## src/rtl/division.sv

```systemverilog
// ---------------------------------------------------------------------------
// division : sequential radix-2 restoring divider (DIV/DIVU/REM/REMU).
// One quotient bit per clock over operand magnitudes, then a sign fix-up.
// Divide-by-zero and signed overflow bypass the iteration loop.
// Revision: 1.0
// ---------------------------------------------------------------------------
`default_nettype none

module division #(
    parameter int WIDTH = 16
) (
    input  logic             clk,
    input  logic             rst_n,
    input  logic             start,
    input  logic             is_signed,
    input  logic [0:WIDTH-1] D1,
    input  logic [0:WIDTH-1] D2,
    output logic             busy,
    output logic             done,
    output logic [0:WIDTH-1] Q,
    output logic [0:WIDTH-1] R
);

    localparam int CW = $clog2(WIDTH) + 1;

    typedef enum logic [1:0] {
        S_IDLE = 2'd0,
        S_CALC = 2'd1,
        S_FIX  = 2'd2,
        S_DONE = 2'd3
    } state_t;

    // Ports are MSB-first; these views keep the arithmetic in ordinary order.
    logic [WIDTH-1:0] d1_v;
    logic [WIDTH-1:0] d2_v;
    assign d1_v = D1;
    assign d2_v = D2;

    state_t           state_q;
    logic [CW-1:0]    count_q;
    logic [WIDTH-1:0] rem_q;     // partial remainder
    logic [WIDTH-1:0] quo_q;     // dividend shifting out, quotient shifting in
    logic [WIDTH-1:0] div_q;     // divisor magnitude
    logic             qneg_q;
    logic             rneg_q;
    logic             busy_q;
    logic             done_q;
    logic [WIDTH-1:0] q_q;
    logic [WIDTH-1:0] r_q;

    logic [WIDTH-1:0] abs1_d;
    logic [WIDTH-1:0] abs2_d;
    logic [WIDTH:0]   shift_d;
    logic [WIDTH:0]   trial_d;
    logic [WIDTH-1:0] rem_d;
    logic [WIDTH-1:0] quo_d;
    logic             ovf_d;

    // Operand magnitudes, special-case detect and one restoring step.
    always_comb begin
        abs1_d  = (is_signed && d1_v[WIDTH-1]) ? (~d1_v + 1'b1) : d1_v;
        abs2_d  = (is_signed && d2_v[WIDTH-1]) ? (~d2_v + 1'b1) : d2_v;
        ovf_d   = is_signed && (d1_v == {1'b1, {(WIDTH-1){1'b0}}}) && (d2_v == '1);
        shift_d = {rem_q, quo_q[WIDTH-1]};
        trial_d = shift_d - {1'b0, div_q};
        if (!trial_d[WIDTH]) begin
            rem_d = trial_d[WIDTH-1:0];
            quo_d = {quo_q[WIDTH-2:0], 1'b1};
        end else begin
            rem_d = shift_d[WIDTH-1:0];
            quo_d = {quo_q[WIDTH-2:0], 1'b0};
        end
    end

    // Control FSM with registered handshake and result outputs.
    always_ff @(posedge clk or negedge rst_n) begin
        if (!rst_n) begin
            state_q <= S_IDLE;
            count_q <= '0;
            rem_q   <= '0;
            quo_q   <= '0;
            div_q   <= '0;
            qneg_q  <= 1'b0;
            rneg_q  <= 1'b0;
            busy_q  <= 1'b0;
            done_q  <= 1'b0;
            q_q     <= '0;
            r_q     <= '0;
        end else begin
            case (state_q)
                S_IDLE: begin
                    done_q <= 1'b0;
                    if (start) begin
                        busy_q  <= 1'b1;
                        count_q <= '0;
                        if (d2_v == '0) begin
                            // Results preloaded; FIX passes them through unsigned.
                            quo_q   <= '1;
                            rem_q   <= d1_v;
                            qneg_q  <= 1'b0;
                            rneg_q  <= 1'b0;
                            state_q <= S_FIX;
                        end else if (ovf_d) begin
                            quo_q   <= {1'b1, {(WIDTH-1){1'b0}}};
                            rem_q   <= '0;
                            qneg_q  <= 1'b0;
                            rneg_q  <= 1'b0;
                            state_q <= S_FIX;
                        end else begin
                            quo_q   <= abs1_d;
                            div_q   <= abs2_d;
                            rem_q   <= '0;
                            qneg_q  <= is_signed && (d1_v[WIDTH-1] ^ d2_v[WIDTH-1]);
                            rneg_q  <= is_signed && d1_v[WIDTH-1];
                            state_q <= S_CALC;
                        end
                    end
                end
                S_CALC: begin
                    rem_q   <= rem_d;
                    quo_q   <= quo_d;
                    count_q <= count_q + 1'b1;
                    if (count_q == CW'(WIDTH - 1)) begin
                        state_q <= S_FIX;
                    end
                end
                S_FIX: begin
                    // Negating a zero remainder leaves it zero.
                    q_q     <= qneg_q ? (~quo_q + 1'b1) : quo_q;
                    r_q     <= rneg_q ? (~rem_q + 1'b1) : rem_q;
                    busy_q  <= 1'b0;
                    done_q  <= 1'b1;
                    state_q <= S_DONE;
                end
                default: begin
                    done_q  <= 1'b0;
                    state_q <= S_IDLE;
                end
            endcase
        end
    end

    assign busy = busy_q;
    assign done = done_q;
    assign Q    = q_q;
    assign R    = r_q;

endmodule

`default_nettype wire
```

## config.mk

```make
export PLATFORM = sky130hd
export DESIGN_NAME = division
export DESIGN_NICKNAME = d
export VERILOG_FILES = /design/src/rtl/division.sv
export SDC_FILE = /design/constraint.sdc
export NUM_CORES = 1
export LEC_CHECK = 0
export CORE_MARGIN = 3
export CORE_UTILIZATION = 29
export CTS_CLUSTER_DIAMETER = 150
export DETAILED_ROUTE_END_ITERATION = 16
export HOLD_SLACK_MARGIN = 0.1
export SYNTH_ARGS = -nofsm -noshare
export SYNTH_HDL_FRONTEND = slang
export SYNTH_SLANG_ARGS = --single-unit
```

## constraint.sdc

```tcl
create_clock -name clk -period 2.88 [get_ports clk]
set_input_delay 0.288 -clock clk [delete_from_list [all_inputs] [get_ports clk]]
set_output_delay 0.288 -clock clk [all_outputs]
set_load 0.02 [all_outputs]
```

==> results of run 1 <==
## area by class of cell
class,instances,share of cell area (%)
clock buffer,9,2.91
inverter,39,1.89
tap,275,4.44
clock inverter,7,1.32
multi-input combinational,558,47.1
timing repair buffer,107,12.9
sequential,91,29.4
## metal layers
layer  vias up  global-route usage [%]  routed length (µm)
met5         -                       0                   0
met4         0                    4.16                 261
li1       2745                       -                   -
met3        21                    2.04                1010
met2       172                    20.7                7130
met1      2576                    23.3                8830
## power by group
group / internal (µW) / total (µW) / switching, µW
combinational: 1930 / 4490 / 2560
sequential: 1850 / 2330 / 481
clock: 767 / 1310 / 545
## cell usage after synthesis (all sizes together), types with 6 or more instances
| cell type | instances | share of area, % |
|---|---|---|
| nand4 | 8 | 0.80 |
| o22ai | 7 | 0.70 |
| inv | 39 | 2.3 |
| a21oi | 81 | 6.7 |
| clkbuf | 24 | 1.5 |
| a221oi | 6 | 0.84 |
| buf | 11 | 1.4 |
| nand2b | 7 | 0.70 |
| ha | 27 | 5.4 |
| nor4 | 7 | 0.94 |
| dfrtp | 91 | 37 |
| nand3 | 10 | 0.80 |
| mux2 | 11 | 2.0 |
| nor2 | 84 | 5.2 |
| nand2 | 52 | 3.1 |
| o211ai | 6 | 0.80 |
| o31ai | 19 | 2.4 |
| xor2 | 33 | 4.6 |
| mux2i | 17 | 2.7 |
| and3 | 9 | 0.90 |
| or3 | 12 | 1.3 |
| nor3 | 10 | 1.1 |
| o21ai | 61 | 5.0 |
| xnor2 | 35 | 4.9 |
## cell families (layout without fill, tap and decap cells)
group / count (synthesis) / after routing / synth area share [%]
mux: 28 / 28 / 4.71
fa+ha+maj: 28 / 28 / 5.74
xor+xnor: 68 / 68 / 9.55
flops: 91 / 91 / 36.5
buf+inv: 74 / 162 / 5.20
compound gates: 214 / 214 / 20.9
simple gates: 220 / 220 / 17.4
## worst max-delay path, delay by kind of cell (launching register included)
kind            cells  cell delay [ns]
buf+inv             2             0.30
compound gates      6             1.07
flops               1             0.34
fa+ha+maj           2             0.63
simple gates        1             0.19
## sequential cells by signal, indices dropped and copies added, names as in the netlist
name,count
Q,16
R,16
busy,1
count_q,5
div_q,16
done,1
qneg_q,1
quo_q,16
rem_q,16
rneg_q,1
state_q,2
## what timing repair did
action / 4_1_cts / 5_1_grt
endpoints found under the setup margin: 0 / 6
setup buffers: 0 / 2
resized for setup: 0 / 2
hold buffers: 1 / 0
hold endpoints to repair: 53 / 0
## worst min-delay path by stage
stage                                       end  slack, ns                  start  depth (start not counted)
final                      div_q[0]$_DFFE_PN0P_       0.51   div_q[0]$_DFFE_PN0P_                          2
after global routing      div_q[15]$_DFFE_PN0P_       0.52  div_q[15]$_DFFE_PN0P_                          2
after CTS                  div_q[0]$_DFFE_PN0P_       0.51   div_q[0]$_DFFE_PN0P_                          2
after detailed placement      Q[13]$_DFFE_PN0P_       0.40                  rst_n                          1
after global placement        Q[13]$_DFFE_PN0P_       0.41                  rst_n                          1
after floorplan                Q[0]$_DFFE_PN0P_     -0.008                  rst_n                          0
## through the flow
stage | hold slack (ns) | power, µW | instances | instance area [µm²] | setup WS (ns)
detailed placement | 0.405 | 6810 | 1067 | 7390 | 0.129
floorplan | -0.00759 | 5280 | 723 | 6240 | 0.457
CTS | 0.506 | 8140 | 1084 | 7720 | 0.126
finish | 0.508 | 8130 | 1086 | 7750 | 0.247
global route | 0.518 | 8780 | 1086 | 7750 | 0.00662
global placement | 0.407 | 6760 | 1067 | 7390 | 0.232
## cell usage in the layout, fill, tap and decap left out, drive strengths merged, types with 3 or more instances in the layout
cell type	instances
and3	9
or4	4
o22ai	7
xnor2	35
nand3	10
ha	27
nor2b	3
clkinv	4
and2	3
o211ai	6
o21a	4
mux2i	17
a21oi	81
a211oi	3
nand2	52
o21ai	61
nor4	7
dfrtp	91
a22oi	3
xor2	33
inv	39
a31oi	5
nor2	84
o41ai	3
nand2b	7
clkbuf	9
o31ai	19
buf	38
nand3b	4
clkdlybuf4s50	68
mux2	11
a221oi	6
or3	12
nand4	8
nor3	10
==> impl_metrics.py, run 1 <==
metrics = {
    "run_status": {
        "outcome": "finished, final reports clean",
    },
    "clocking": {
        "cts_tree": "done",
        "clk_pin_slew_ns": 0.07,
        "clock-sinks": 91,
        "root_buffer": "clkbuf_16",
        "clk_latency_ns": 0.35,
        "clock_path_buffers": 2,
        "htreeDepth": 3,
        "cts_buffers": 9,
    },
    "yosys": {
        "ys.flop_type": "dfrtp_1",
        "ys_warn_count": 0,
        "async_reset_ff_share_pct": 100,
        "ys_types": 67,
        "synth_area_per_cell_um2": 8.63,
        "netlist_instances": 723,
        "syn_nets": 787,
        "ys_seq_elements": 91,
        "yosysSeqAreaShare_pct": 36.5,
        "synth_area_um2": 6240,
        "synth-edff-count": 0,
    },
    "worst_setup_path": {
        "cp-start-kind": "register",
        "arrival_ns": 2.86,
        "crit_path_end_kind": "register",
        "cp_slowest_cell": "fa_1",
        "cp_max_fo": 9,
        "crit_chain": "inv_1 -> ha_1 -> fa_1 -> nand2b_1 -> a21oi_2 -> o21ai_2 -> o31ai_2 -> o211ai_2 -> buf_4 -> a221oi_1 -> o31ai_1",
        "r2r_cells": 11,
        "reg2reg_from": "quo_q[15]$_DFFE_PN0P_",
        "cp-startpoint": "quo_q[15]$_DFFE_PN0P_",
        "critical_path.endpoint": "rem_q[11]$_DFFE_PN0P_",
        "cpPeakStageDelay_ns": 0.41,
        "r2r_end": "rem_q[11]$_DFFE_PN0P_",
        "crit_required_ns": 3.11,
        "criticalPathCategory": "reg2reg",
        "regToRegSetupSlack_ns": 0.25,
    },
    "sta": {
        "timing.final.crit_share_pct": 91.4,
        "slew-limit-headroom_pct": 50.7,
        "maxSlewViolCount": 0,
        "fmax_ghz": 0.380,
        "grt_setup_unrepaired": "no",
        "setup-tns-final_ns": 0,
        "period_minus_slack_ns": 2.63,
        "setup_viol": 0,
        "tightest_slew_ns": 0.740,
        "fin_worst_skew_ns": 0.00871,
        "hold_viol": 0,
    },
    "die": {
        "core_area_um2": 21100,
        "fp.dieW_um": 153,
        "start_util_pct": 29.6,
        "die_y_um": 153,
        "io_pins": 70,
        "placementRows": 53,
        "die-area_um2": 23300,
    },
    "final_layout": {
        "multi_input_area_um2": 3650,
        "register_area_um2": 2280,
        "syn_to_final_growth_pct": 24.2,
        "n_fill_cell": 2181,
        "n_antenna_cell": 0,
        "drive_above_1_share_pct": 10.9,
        "nNetsFinal": 870,
        "utilization_pct": 36.7,
    },
    "detailed_routing": {
        "drc": 0,
        "avgRoutedWirePerCell_um": 15.9,
        "via_count": 5514,
        "vias_per_cell": 5.08,
        "antenna_left": 0,
        "drt-total-wl_mm": 17.2,
        "drt_first_pass_iters": 4,
        "drt-initial-drc-count": 416,
    },
    "grt": {
        "grt_max_degree": 56,
        "overflow": 0,
        "grt_pass1_wl_mm": 28.1,
        "first_global_vias": 5190,
        "antenna_found_initial": 0,
        "grt_use_total_pct": 14.7,
    },
    "place": {
        "dp_hpwl_mm": 13.3,
        "place_congestion": 0.865,
        "port_buffers": 69,
    },
    "power": {
        "leakage_uw": 0.00327,
        "powerDensity_nw_per_um2": 1050,
        "ir_drop_mv": 0.314,
    },
    "job": {
        "maxCapViolCount": 0,
    },
    "hold_path": {
        "hold_path_class": "reg2reg",
    },
}
(Power assumes the default switching activity.)
==> run 2: changes to the inputs <==
--- a/config.mk
+++ b/config.mk
@@ -10,6 +10,7 @@
 export CTS_CLUSTER_DIAMETER = 150
 export DETAILED_ROUTE_END_ITERATION = 16
 export HOLD_SLACK_MARGIN = 0.1
+export MAX_ROUTING_LAYER = met4
 export SYNTH_ARGS = -nofsm -noshare
 export SYNTH_HDL_FRONTEND = slang
 export SYNTH_SLANG_ARGS = --single-unit
==> impl_metrics.py, run 2 (synthesis results as in run 1) <==
metrics = {
    "run_status": {
        "outcome": "finished, final reports clean",
    },
    "die": {
        "die_y_um": 153,
        "core_area_um2": 21100,
        "start_util_pct": 29.6,
        "io_pins": 70,
        "fp.dieW_um": 153,
        "die-area_um2": 23300,
        "placementRows": 53,
    },
    "clocking": {
        "cts_tree": "done",
        "clock_path_buffers": 2,
        "root_buffer": "clkbuf_16",
        "cts_buffers": 9,
        "htreeDepth": 3,
        "clock-sinks": 91,
        "clk_pin_slew_ns": 0.07,
        "clk_latency_ns": 0.36,
    },
    "hold_path": {
        "whs_endpoint": "done$_DFFE_PN0N_",
        "hold_path.startpoint": "done$_DFFE_PN0N_",
        "holdPathStages": 1,
        "hold_path_class": "reg2reg",
    },
    "worst_setup_path": {
        "crit_path_end_kind": "register",
        "r2r_end": "rem_q[11]$_DFFE_PN0P_",
        "arrival_ns": 2.88,
        "cp_max_fo": 9,
        "reg2reg_from": "quo_q[15]$_DFFE_PN0P_",
        "crit_required_ns": 3.11,
        "cp_slowest_cell": "fa_1",
        "regToRegSetupSlack_ns": 0.24,
        "crit_chain": "inv_1 -> ha_1 -> fa_1 -> nand2b_1 -> a21oi_2 -> o21ai_2 -> o31ai_2 -> o211ai_2 -> buf_4 -> a221oi_1 -> o31ai_1",
        "cpPeakStageDelay_ns": 0.40,
        "criticalPathCategory": "reg2reg",
        "worst-path-buf-inv": 2,
        "cp-start-kind": "register",
        "crit_family": "compound AO/OA/AOI/OAI gates",
        "r2r_cells": 11,
    },
    "final_layout": {
        "stdcell_area_um2": 7750,
        "mostFrequentLayoutCells": "91 x dfrtp_1, 81 x nor2_1, 77 x a21oi_1, 68 x clkdlybuf4s50_1, 54 x o21ai_0",
        "drive_above_1_share_pct": 10.9,
        "syn_to_final_growth_pct": 24.2,
        "n_antenna_cell": 0,
        "nNetsFinal": 870,
        "final_common_cell": "dfrtp_1",
    },
    "detailed_routing": {
        "drt-initial-drc-count": 436,
        "drt_first_pass_iters": 5,
        "drt-total-wl_mm": 17.3,
        "antenna_left": 0,
        "avgRoutedWirePerCell_um": 15.9,
        "drc": 0,
        "vias_per_cell": 5.08,
        "via_count": 5514,
    },
    "grt": {
        "grt_max_degree": 56,
        "grt_pass1_wl_mm": 28.1,
        "antenna_found_initial": 0,
        "overflow": 0,
        "grt_use_total_pct": 15.2,
        "first_global_vias": 5190,
    },
    "sta": {
        "fmax_ghz": 0.378,
        "setup_viol": 0,
        "hold_viol": 0,
        "timing.final.crit_share_pct": 91.8,
        "period_minus_slack_ns": 2.64,
        "setup-tns-final_ns": 0,
        "slew-limit-headroom_pct": 51.1,
        "fin_worst_skew_ns": 0.0105,
        "grt_setup_unrepaired": "no",
        "tightest_slew_ns": 0.734,
        "maxSlewViolCount": 0,
    },
    "job": {
        "maxCapViolCount": 0,
    },
    "place": {
        "port_buffers": 69,
        "dp_hpwl_mm": 13.3,
        "placedInstanceArea_um2": 7390,
        "place_congestion": 0.879,
    },
    "power": {
        "ir_drop_mv": 0.313,
        "leakage_uw": 0.00327,
        "powerDensity_nw_per_um2": 1050,
    },
}
-- run 2: final cells by class --
type	instances	area [µm²]
repair buffers	107	1000
clock buffers	9	225
fillers	2181	13300
flip-flops and latches	91	2280
well taps	275	344
inverters	39	146
multi-input cells	558	3650
clock inverters	7	103
-- run 2: worst max-delay path by stage --
| stage | to | slack [ns] | start | cells past startpoint |
|---|---|---|---|---|
| after global routing | rem_q[11]$_DFFE_PN0P_ | 0.008 | quo_q[15]$_DFFE_PN0P_ | 11 |
| after detailed placement | rem_q[11]$_DFFE_PN0P_ | 0.13 | quo_q[15]$_DFFE_PN0P_ | 11 |
| after global placement | rem_q[11]$_DFFE_PN0P_ | 0.23 | quo_q[15]$_DFFE_PN0P_ | 11 |
| after floorplan | rem_q[11]$_DFFE_PN0P_ | 0.46 | quo_q[15]$_DFFE_PN0P_ | 11 |
| after CTS | rem_q[11]$_DFFE_PN0P_ | 0.13 | quo_q[15]$_DFFE_PN0P_ | 11 |
| final | rem_q[11]$_DFFE_PN0P_ | 0.24 | quo_q[15]$_DFFE_PN0P_ | 11 |
-- run 2: worst register-to-register path: stages, from the launching register on --
cell and delay, ns:
dfrtp_1 0.34, inv_1 0.07, ha_1 0.22, fa_1 0.40, nand2b_1 0.19, a21oi_2 0.18
o21ai_2 0.12, o31ai_2 0.22, o211ai_2 0.18, buf_4 0.23, a221oi_1 0.26, o31ai_1 0.11
-- run 2: power by group --
group	switching [µW]	total, µW	internal, µW
logic	2570	4490	1920
registers	485	2330	1850
clock network	547	1310	767
-- run 2: metrics by stage --
| step | worst slack [ns] | util (%) | power (µW) | instances | hold WS (ns) |
|---|---|---|---|---|---|
| 6_report | 0.235 | 36.7 | 8130 | 1086 | 0.508 |
| 5_1_grt | 0.00786 | 36.7 | 8780 | 1086 | 0.518 |
| 4_1_cts | 0.126 | 36.6 | 8140 | 1084 | 0.506 |
| 3_5_place_dp | 0.129 | 35.0 | 6810 | 1067 | 0.405 |
| 3_3_place_gp | 0.232 | 35.0 | 6760 | 1067 | 0.407 |
| 2_1_floorplan | 0.457 | - | 5280 | 723 | -0.00759 |
-- run 2: routing by layer --
metal	GRT usage [%]	up-vias	share of wire, %
met5	-	-	0
met1	23.1	2616	51
met3	2.44	19	5.4
met2	20.9	136	42
met4	3.65	0	1.5
li1	-	2743	-
-- run 2: timing repair --
action | CTS | global route
endpoints found under the setup margin | 0 | 6
endpoints found under the hold margin | 53 | 0
setup buffers | 0 | 2
resized for setup | 0 | 2
hold buffers | 1 | 0
